`config.mk`:
```
export PLATFORM = sky130hd
export DESIGN_NAME = fp_addsub_arbiter
export DESIGN_NICKNAME = d
export VERILOG_FILES = /design/src/rtl/fp_addsub_arbiter.sv
export SDC_FILE = /design/constraint.sdc
export NUM_CORES = 1
export LEC_CHECK = 0
export CAP_MARGIN = 25
export CORE_UTILIZATION = 37
export CTS_BUF_LIST = sky130_fd_sc_hd__clkbuf_16
export DETAILED_ROUTE_END_ITERATION = 16
export GPL_ROUTABILITY_DRIVEN = 0
export PLACE_DENSITY = 0.77
export SLEW_MARGIN = 10
export SYNTH_ARGS = -nofsm -noshare
export SYNTH_HDL_FRONTEND = slang
export SYNTH_SLANG_ARGS = --single-unit
```
`constraint.sdc`:
```
create_clock -name CLK -period 1.8 [get_ports CLK]
set_clock_uncertainty 0.1 [all_clocks]
set_input_delay 0.27 -clock CLK [delete_from_list [all_inputs] [get_ports CLK]]
set_output_delay 0.27 -clock CLK [all_outputs]
set_load 0.02 [all_outputs]
```
`src/rtl/fp_addsub_arbiter.sv`:
```
// fp_addsub_arbiter
//   Shares one combinational FP add/sub datapath between two requesters
//   (req0: integer-pipe FADD/FSUB issue, req1: fused/accumulate sequencer).
//   A round-robin grant picks one operation at a time. Its operands are
//   registered onto DP_OP_A/DP_OP_B/DP_FUNC and held for DP_LAT cycles so the
//   datapath can be multicycle-constrained. DP_RESULT is then captured and
//   returned on a valid/ready response channel, tagged with the requester ID
//   and the destination tag.
//
// Ports
//   CLK, RST (sync, active-low), FLUSH (sync abort of the in-flight op)
//   REQx_VALID/REQx_READY/REQx_OP_A/REQx_OP_B/REQx_FUNC/REQx_TAG : requesters
//   DP_OP_A/DP_OP_B/DP_FUNC out, DP_RESULT in                   : datapath
//   RSP_VALID/RSP_READY/RSP_RESULT/RSP_TAG/RSP_ID                : response
//   BUSY : high whenever the block is not idle
module fp_addsub_arbiter #(
  parameter int unsigned DP_LAT = 1,  // legal range 1..15
  parameter int unsigned TAG_W  = 5
) (
  input  logic             CLK,
  input  logic             RST,
  input  logic             FLUSH,
  input  logic             REQ0_VALID,
  output logic             REQ0_READY,
  input  logic [31:0]      REQ0_OP_A,
  input  logic [31:0]      REQ0_OP_B,
  input  logic [3:0]       REQ0_FUNC,
  input  logic [TAG_W-1:0] REQ0_TAG,
  input  logic             REQ1_VALID,
  output logic             REQ1_READY,
  input  logic [31:0]      REQ1_OP_A,
  input  logic [31:0]      REQ1_OP_B,
  input  logic [3:0]       REQ1_FUNC,
  input  logic [TAG_W-1:0] REQ1_TAG,
  output logic [31:0]      DP_OP_A,
  output logic [31:0]      DP_OP_B,
  output logic [3:0]       DP_FUNC,
  input  logic [31:0]      DP_RESULT,
  output logic             RSP_VALID,
  input  logic             RSP_READY,
  output logic [31:0]      RSP_RESULT,
  output logic [TAG_W-1:0] RSP_TAG,
  output logic             RSP_ID,
  output logic             BUSY
);

  typedef enum logic [1:0] {IDLE, ISSUE, DONE} state_t;

  localparam logic [3:0] LAST_CNT = 4'(DP_LAT - 1);

  state_t             state_q, state_d;
  logic [3:0]         cnt_q, cnt_d;
  logic               last_q, last_d;   // requester served most recently
  logic [31:0]        dp_a_q, dp_a_d;
  logic [31:0]        dp_b_q, dp_b_d;
  logic [3:0]         dp_func_q, dp_func_d;
  logic               rsp_valid_q, rsp_valid_d;
  logic [31:0]        rsp_result_q, rsp_result_d;
  logic [TAG_W-1:0]   rsp_tag_q, rsp_tag_d;
  logic               rsp_id_q, rsp_id_d;
  logic               grant;
  logic               accept;

  always_comb begin
    // With both valid, the one not served last wins; otherwise the lone
    // valid requester wins (the value is irrelevant when neither is valid).
    grant  = (REQ0_VALID && REQ1_VALID) ? ~last_q : ~REQ0_VALID;
    accept = (state_q == IDLE) && !FLUSH && (REQ0_VALID || REQ1_VALID);
    REQ0_READY = accept && !grant;
    REQ1_READY = accept && grant;

    state_d      = state_q;
    cnt_d        = cnt_q;
    last_d       = last_q;
    dp_a_d       = dp_a_q;
    dp_b_d       = dp_b_q;
    dp_func_d    = dp_func_q;
    rsp_valid_d  = rsp_valid_q;
    rsp_result_d = rsp_result_q;
    rsp_tag_d    = rsp_tag_q;
    rsp_id_d     = rsp_id_q;

    case (state_q)
      IDLE: begin
        if (accept) begin
          dp_a_d    = grant ? REQ1_OP_A : REQ0_OP_A;
          dp_b_d    = grant ? REQ1_OP_B : REQ0_OP_B;
          dp_func_d = grant ? REQ1_FUNC : REQ0_FUNC;
          rsp_tag_d = grant ? REQ1_TAG  : REQ0_TAG;
          rsp_id_d  = grant;
          last_d    = grant;
          cnt_d     = '0;
          state_d   = ISSUE;
        end
      end
      ISSUE: begin
        if (FLUSH) begin
          state_d = IDLE;
        end else begin
          cnt_d = cnt_q + 4'd1;
          if (cnt_q == LAST_CNT) begin
            rsp_result_d = DP_RESULT;
            rsp_valid_d  = 1'b1;
            state_d      = DONE;
          end
        end
      end
      DONE: begin
        if (FLUSH || RSP_READY) begin
          rsp_valid_d = 1'b0;
          state_d     = IDLE;
        end
      end
      default: state_d = IDLE;
    endcase
  end

  always_ff @(posedge CLK) begin
    if (!RST) begin
      state_q      <= IDLE;
      cnt_q        <= '0;
      last_q       <= 1'b1;  // so req0 wins the first contested grant
      dp_a_q       <= '0;
      dp_b_q       <= '0;
      dp_func_q    <= '0;
      rsp_valid_q  <= 1'b0;
      rsp_result_q <= '0;
      rsp_tag_q    <= '0;
      rsp_id_q     <= 1'b0;
    end else begin
      state_q      <= state_d;
      cnt_q        <= cnt_d;
      last_q       <= last_d;
      dp_a_q       <= dp_a_d;
      dp_b_q       <= dp_b_d;
      dp_func_q    <= dp_func_d;
      rsp_valid_q  <= rsp_valid_d;
      rsp_result_q <= rsp_result_d;
      rsp_tag_q    <= rsp_tag_d;
      rsp_id_q     <= rsp_id_d;
    end
  end

  assign DP_OP_A    = dp_a_q;
  assign DP_OP_B    = dp_b_q;
  assign DP_FUNC    = dp_func_q;
  assign RSP_VALID  = rsp_valid_q;
  assign RSP_RESULT = rsp_result_q;
  assign RSP_TAG    = rsp_tag_q;
  assign RSP_ID     = rsp_id_q;
  assign BUSY       = (state_q != IDLE);

endmodule

```
Yosys cells after proc, flatten, opt, wreduce, memory -nomap -nowiden
Index checks and enable logic that the tools add are counted.

cells by class
  $add $sub $neg = 1
  reduce and logical (&&, ||, !) cells = 19
  equality and inequality tests = 7
  bitwise gates (word level) = 3
  mux-type cells = 17

operator list
  operator             number
  $mux 32              2
  $mux 4               3
  $reduce_and 3->1     3
  $mux 2               4
  $ne 2x2->1 const B   4
  $pmux 4 s2           1
  $pmux 2 s3           1
  $reduce_bool 2->1    3
  $logic_and 1x1->1    5
  $mux 5               1
  $add 4x1->4 const B  1
  $logic_not 4->1      1
  $mux 1               4
  $reduce_and 4->1     1
  $ne 3x3->1 const B   1
  $not 1->1            3
  $eq 2x1->1 const B   1
  $eq 2x2->1 const B   1
  $logic_not 1->1      2
  $logic_not 2->1      1
  $logic_or 1x1->1     2
  $pmux 1 s2           1
  $reduce_and 2->1     1

word-level totals
  input port bits = 184
  flip-flop bits (word level) = 114
  output and inout port bits = 110

Logic depth before layout (Yosys ltp)
  word-level depth = 5
  gate-level depth with buffers = 6
  gate-level depth less buffers = 5

Worst setup path after synthesis
Ideal clock, no wire load.

  kind = register -> register
  from = reg cnt_q[0]
  to = reg rsp_result_q[12] (netlist: RSP_RESULT[12])
  period minus slack after synthesis = 1,671 ps
  required time = 1,630 ps
  library setup time = 70 ps
  setup slack = 129 ps
  stages on the path, launching flop included = 7
  buffers on the path = 1
  arrival time = 1,501 ps
  cells stage by stage = dfxtp_1 -> inv_1 -> ha_1 -> nor3b_1 -> clkbuf_1 -> nand3_1 -> a21oi_1

on the way
  longest elaborated chain between the ends = 2

ends and longest elaborated chain
  item                        RTL line  source
  start: declaration          52        logic [3:0] cnt_q, cnt_d;
  start signal: assignment    132       cnt_q <= cnt_d;
  $logic_not 4->1             101       if (cnt_q == LAST_CNT) begin
  $reduce_and 3->1 (no line)  --
  end signal: assignment      138       rsp_result_q <= rsp_result_d;
  end: declaration            58        logic [31:0] rsp_result_q, rsp_result_d;

Every way passes these cells.
A chain may end at the register's enable or synchronous reset.

Worst setup path after layout
  from = reg state_q[1]
  to = out REQ0_READY

on the way
  longest elaborated chain between the ends = 4

ends and longest elaborated chain
  item                            RTL line  source
  start: declaration              51        state_t state_q, state_d;
  start signal: assignment        131       state_q <= state_d;
  $logic_not 2->1                 68        accept = (state_q == IDLE) && !FLUSH && (REQ0_VALID || REQ1_VALID);
  $logic_and 1x1->1 (2 in a row)  68
  $logic_and 1x1->1               69        REQ0_READY = accept && !grant;
  end: declaration                24        output logic REQ0_READY,

Every way passes these cells.

==> results_dict.tcl <==
set metrics [dict create \
    status "finished with violations" \
    violations "setup timing" \
    hold_viol_final 0 \
    yosys.area.top_type_share 0.479 \
    drv_cap 0 \
    drive_above_1_share 0.0929 \
    synth_nets 728 \
    maxSlewViolCount 0 \
    min_period_ns 1.86 \
    period_share 1.03 \
    io_buffers 293 \
    synthArstFlopShare 0 \
    slew_headroom 0.793 \
    wl_met2_mm 9.19 \
    r2r_start "state_q[1]$_SDFFE_PN0P_" \
    timing.final.ws_setup_ns -0.0582 \
    clk_pin_slew_worst_paths_ns 0.05 \
    via_per_inst 5.51 \
    cts_tree "built" \
    cts_sinks 114 \
    drtAntennaViolNets 0 \
    wl_per_cell_um 18.4 \
    cellPowerDensity_nw_per_um2 870 \
    finalPower_uw 7580 \
    worst_pin_slew_ns 0.309 \
    min_path_cells 3 \
    grt_overflow 0 \
    setup_violations 1 \
    ys_ff_latch 114 \
    grt_pass1_vias 5316 \
    cts_buffer_depth 2 \
    num_antenna_cells 0 \
    first_pass_iters 5 \
    drtIter0Drc 615 \
    nets 1013 \
    critPathArrivalTime_ns 1.49 \
    dieHeight_um 115 \
    hold_path.class "in2reg" \
    wl_met3_mm 1.80 \
    netlist_area_um2 4760 \
    syn_area_per_cell_um2 8.79 \
    synth_flop_cell "dfxtp_1" \
    worst_ir_drop_vdd_uv 494 \
    yosysSeqAreaShare 0.479 \
    timing.fmax_mhz 538 \
    wl_mm 18.6 \
    core_area_um2 12600 \
    hpwlAfterDp_mm 12.2 \
    initial_core_util 0.379 \
    met1_length_mm 7.11 \
    grt_pass1_wl_mm 27.3 \
    synth_edf_count 0 \
    num_vias 5577 \
    yosys-top-cells-area "dfxtp_1 48%, a221o_1 15%, a21oi_1 12%, nand2_1 6.1%, o21ai_0 3.9%" \
    end_kind "primary output" \
    ys_warn_count 0 \
    root_buffer "clkbuf_16" \
    topRoutingLayerUsed "met4" \
    cp.required_ns 1.43 \
    die-area_um2 13300 \
    ios 294 \
    min-delay-start "RST" \
    reg2reg_depth 6 \
    worstSkewPairLatency_ns 0.41 \
    worstHoldEndpoint "state_q[0]$_SDFFE_PN0P_" \
    track_usage 0.267 \
    ys_top_cells_by_count "114 x dfxtp_1, 110 x a21oi_1, 78 x nand2_1, 73 x a221o_1, 37 x o21ai_0" \
    hold_buffers 0 \
    cp_max_fo 2 \
    syn2layout_area_growth_pct 83.0 \
    path_class "reg2out" \
    ys_types 33 \
    htree_levels 4 \
    p_leak_uw 0.00339 \
    drc 0 \
    synthCells 542 \
    cts_buffers 17 \
    yosysMostFrequentCell "dfxtp_1" \
    r2r_end "RSP_TAG[3]$_SDFFE_PN0P_" \
    rsz0062_at_grt "true" \
    fp.dieW_um 115 \
    startpoint_type "flop" \
    synth_top_cell_by_area "dfxtp_1" \
    antenna_found_initial 0 \
    utilization 0.693 \
    grt_max_degree 66 \
    num_rows 41 \
    r2r_slack_ns 0.08 \
]
==> layer usage <==
layer | vias to the layer above | GRT usage
li1 | 2593 | -
met1 | 2614 | 0.303
met2 | 329 | 0.458
met3 | 41 | 0.0900
met4 | 0 | 0.110
met5 | - | 0
==> layout by cell type (no fill, tap or decap), types with 11 or more instances in the layout <==
| master | Yosys | layout |
|---|---|---|
| a21oi_1 | 110 | 110 |
| nand3_1 | 34 | 34 |
| o21ai_1 | 0 | 11 |
| a221o_1 | 73 | 73 |
| clkbuf_16 | 0 | 19 |
| buf_12 | 0 | 12 |
| nand2_1 | 78 | 78 |
| dfxtp_1 | 114 | 112 |
| clkdlybuf4s50_1 | 0 | 278 |
| o21ai_0 | 37 | 26 |
| buf_4 | 9 | 16 |
==> flip-flops by register name (all words and copies together) (netlist names) <==
name        flops
DP_FUNC         4
DP_OP_A        32
DP_OP_B        32
RSP_ID          1
RSP_RESULT     32
RSP_TAG         5
RSP_VALID       1
cnt_q           4
last_q          1
state_q         2
==> critical path, cell delays in order (launching register included) <==
cell	delay, ns
dfxtp_2	0.34
nor3_4	0.19
buf_6	0.14
buf_12	0.08
and3b_2	0.20
buf_6	0.13
==> final cells by class <==
cell class                      count  area, um^2
Clock buffer                       17         425
Timing Repair Buffer              327        3440
Clock inverter                     15         146
Inverter                            4        15.0
Sequential cell                   114        2280
Fill cell                         949        3850
Tap cell                          172         215
Multi-Input combinational cell    363        2190
==> cell families after synthesis <==
group	share of synthesized area
flip-flops	0.479
AND/OR/NAND/NOR	0.133
AO/OA/AOI/OAI	0.318
buffers and inverters	0.0644
adder cells (fa/ha/maj)	0.00525
==> what timing repair did <==
item,CTS,global route
buffers inserted,2,1
cloned,2,2
pin swaps,2,2
hold endpoints to repair,0,0
setup endpoints to repair,4,92
gates resized for setup,13,25
==> metrics by stage <==
step	instance area [um^2]	setup slack [ns]	hold slack, ns	setup TNS (ns)	instances
2_1_floorplan	4760	0.129	0.308	0	542
3_3_place_gp	7980	-0.273	0.360	-25.10	973
3_5_place_dp	7980	-0.328	0.366	-28.81	973
4_1_cts	8630	-0.0587	0.0759	-0.0587	1009
5_1_grt	8720	-0.112	0.0822	-0.112	1012
6_report	8720	-0.0582	0.0843	-0.0582	1012
==> worst max path at each step <==
stage	from	endpoint	cells past startpoint
3_3_place_gp	FLUSH	REQ1_READY	4
4_1_cts	state_q[0]$_SDFFE_PN0P_	REQ0_READY	5
3_5_place_dp	FLUSH	RSP_RESULT[3]$_SDFFE_PN0P_	6
2_1_floorplan	cnt_q[0]$_SDFFE_PN0P_	RSP_RESULT[12]$_SDFFE_PN0P_	6
5_1_grt	state_q[1]$_SDFFE_PN0P_	REQ0_READY	5
6_report	state_q[1]$_SDFFE_PN0P_	REQ0_READY	5
==> where the power goes <==
| group | switching [uW] | leakage, uW | total, uW | internal [uW] |
|---|---|---|---|---|
| sequential | 86.0 | 0.000932 | 2770 | 2680 |
| clock | 1170 | 0.000285 | 3300 | 2130 |
| combinational | 657 | 0.00217 | 1510 | 854 |
(Power assumes the default switching activity.)
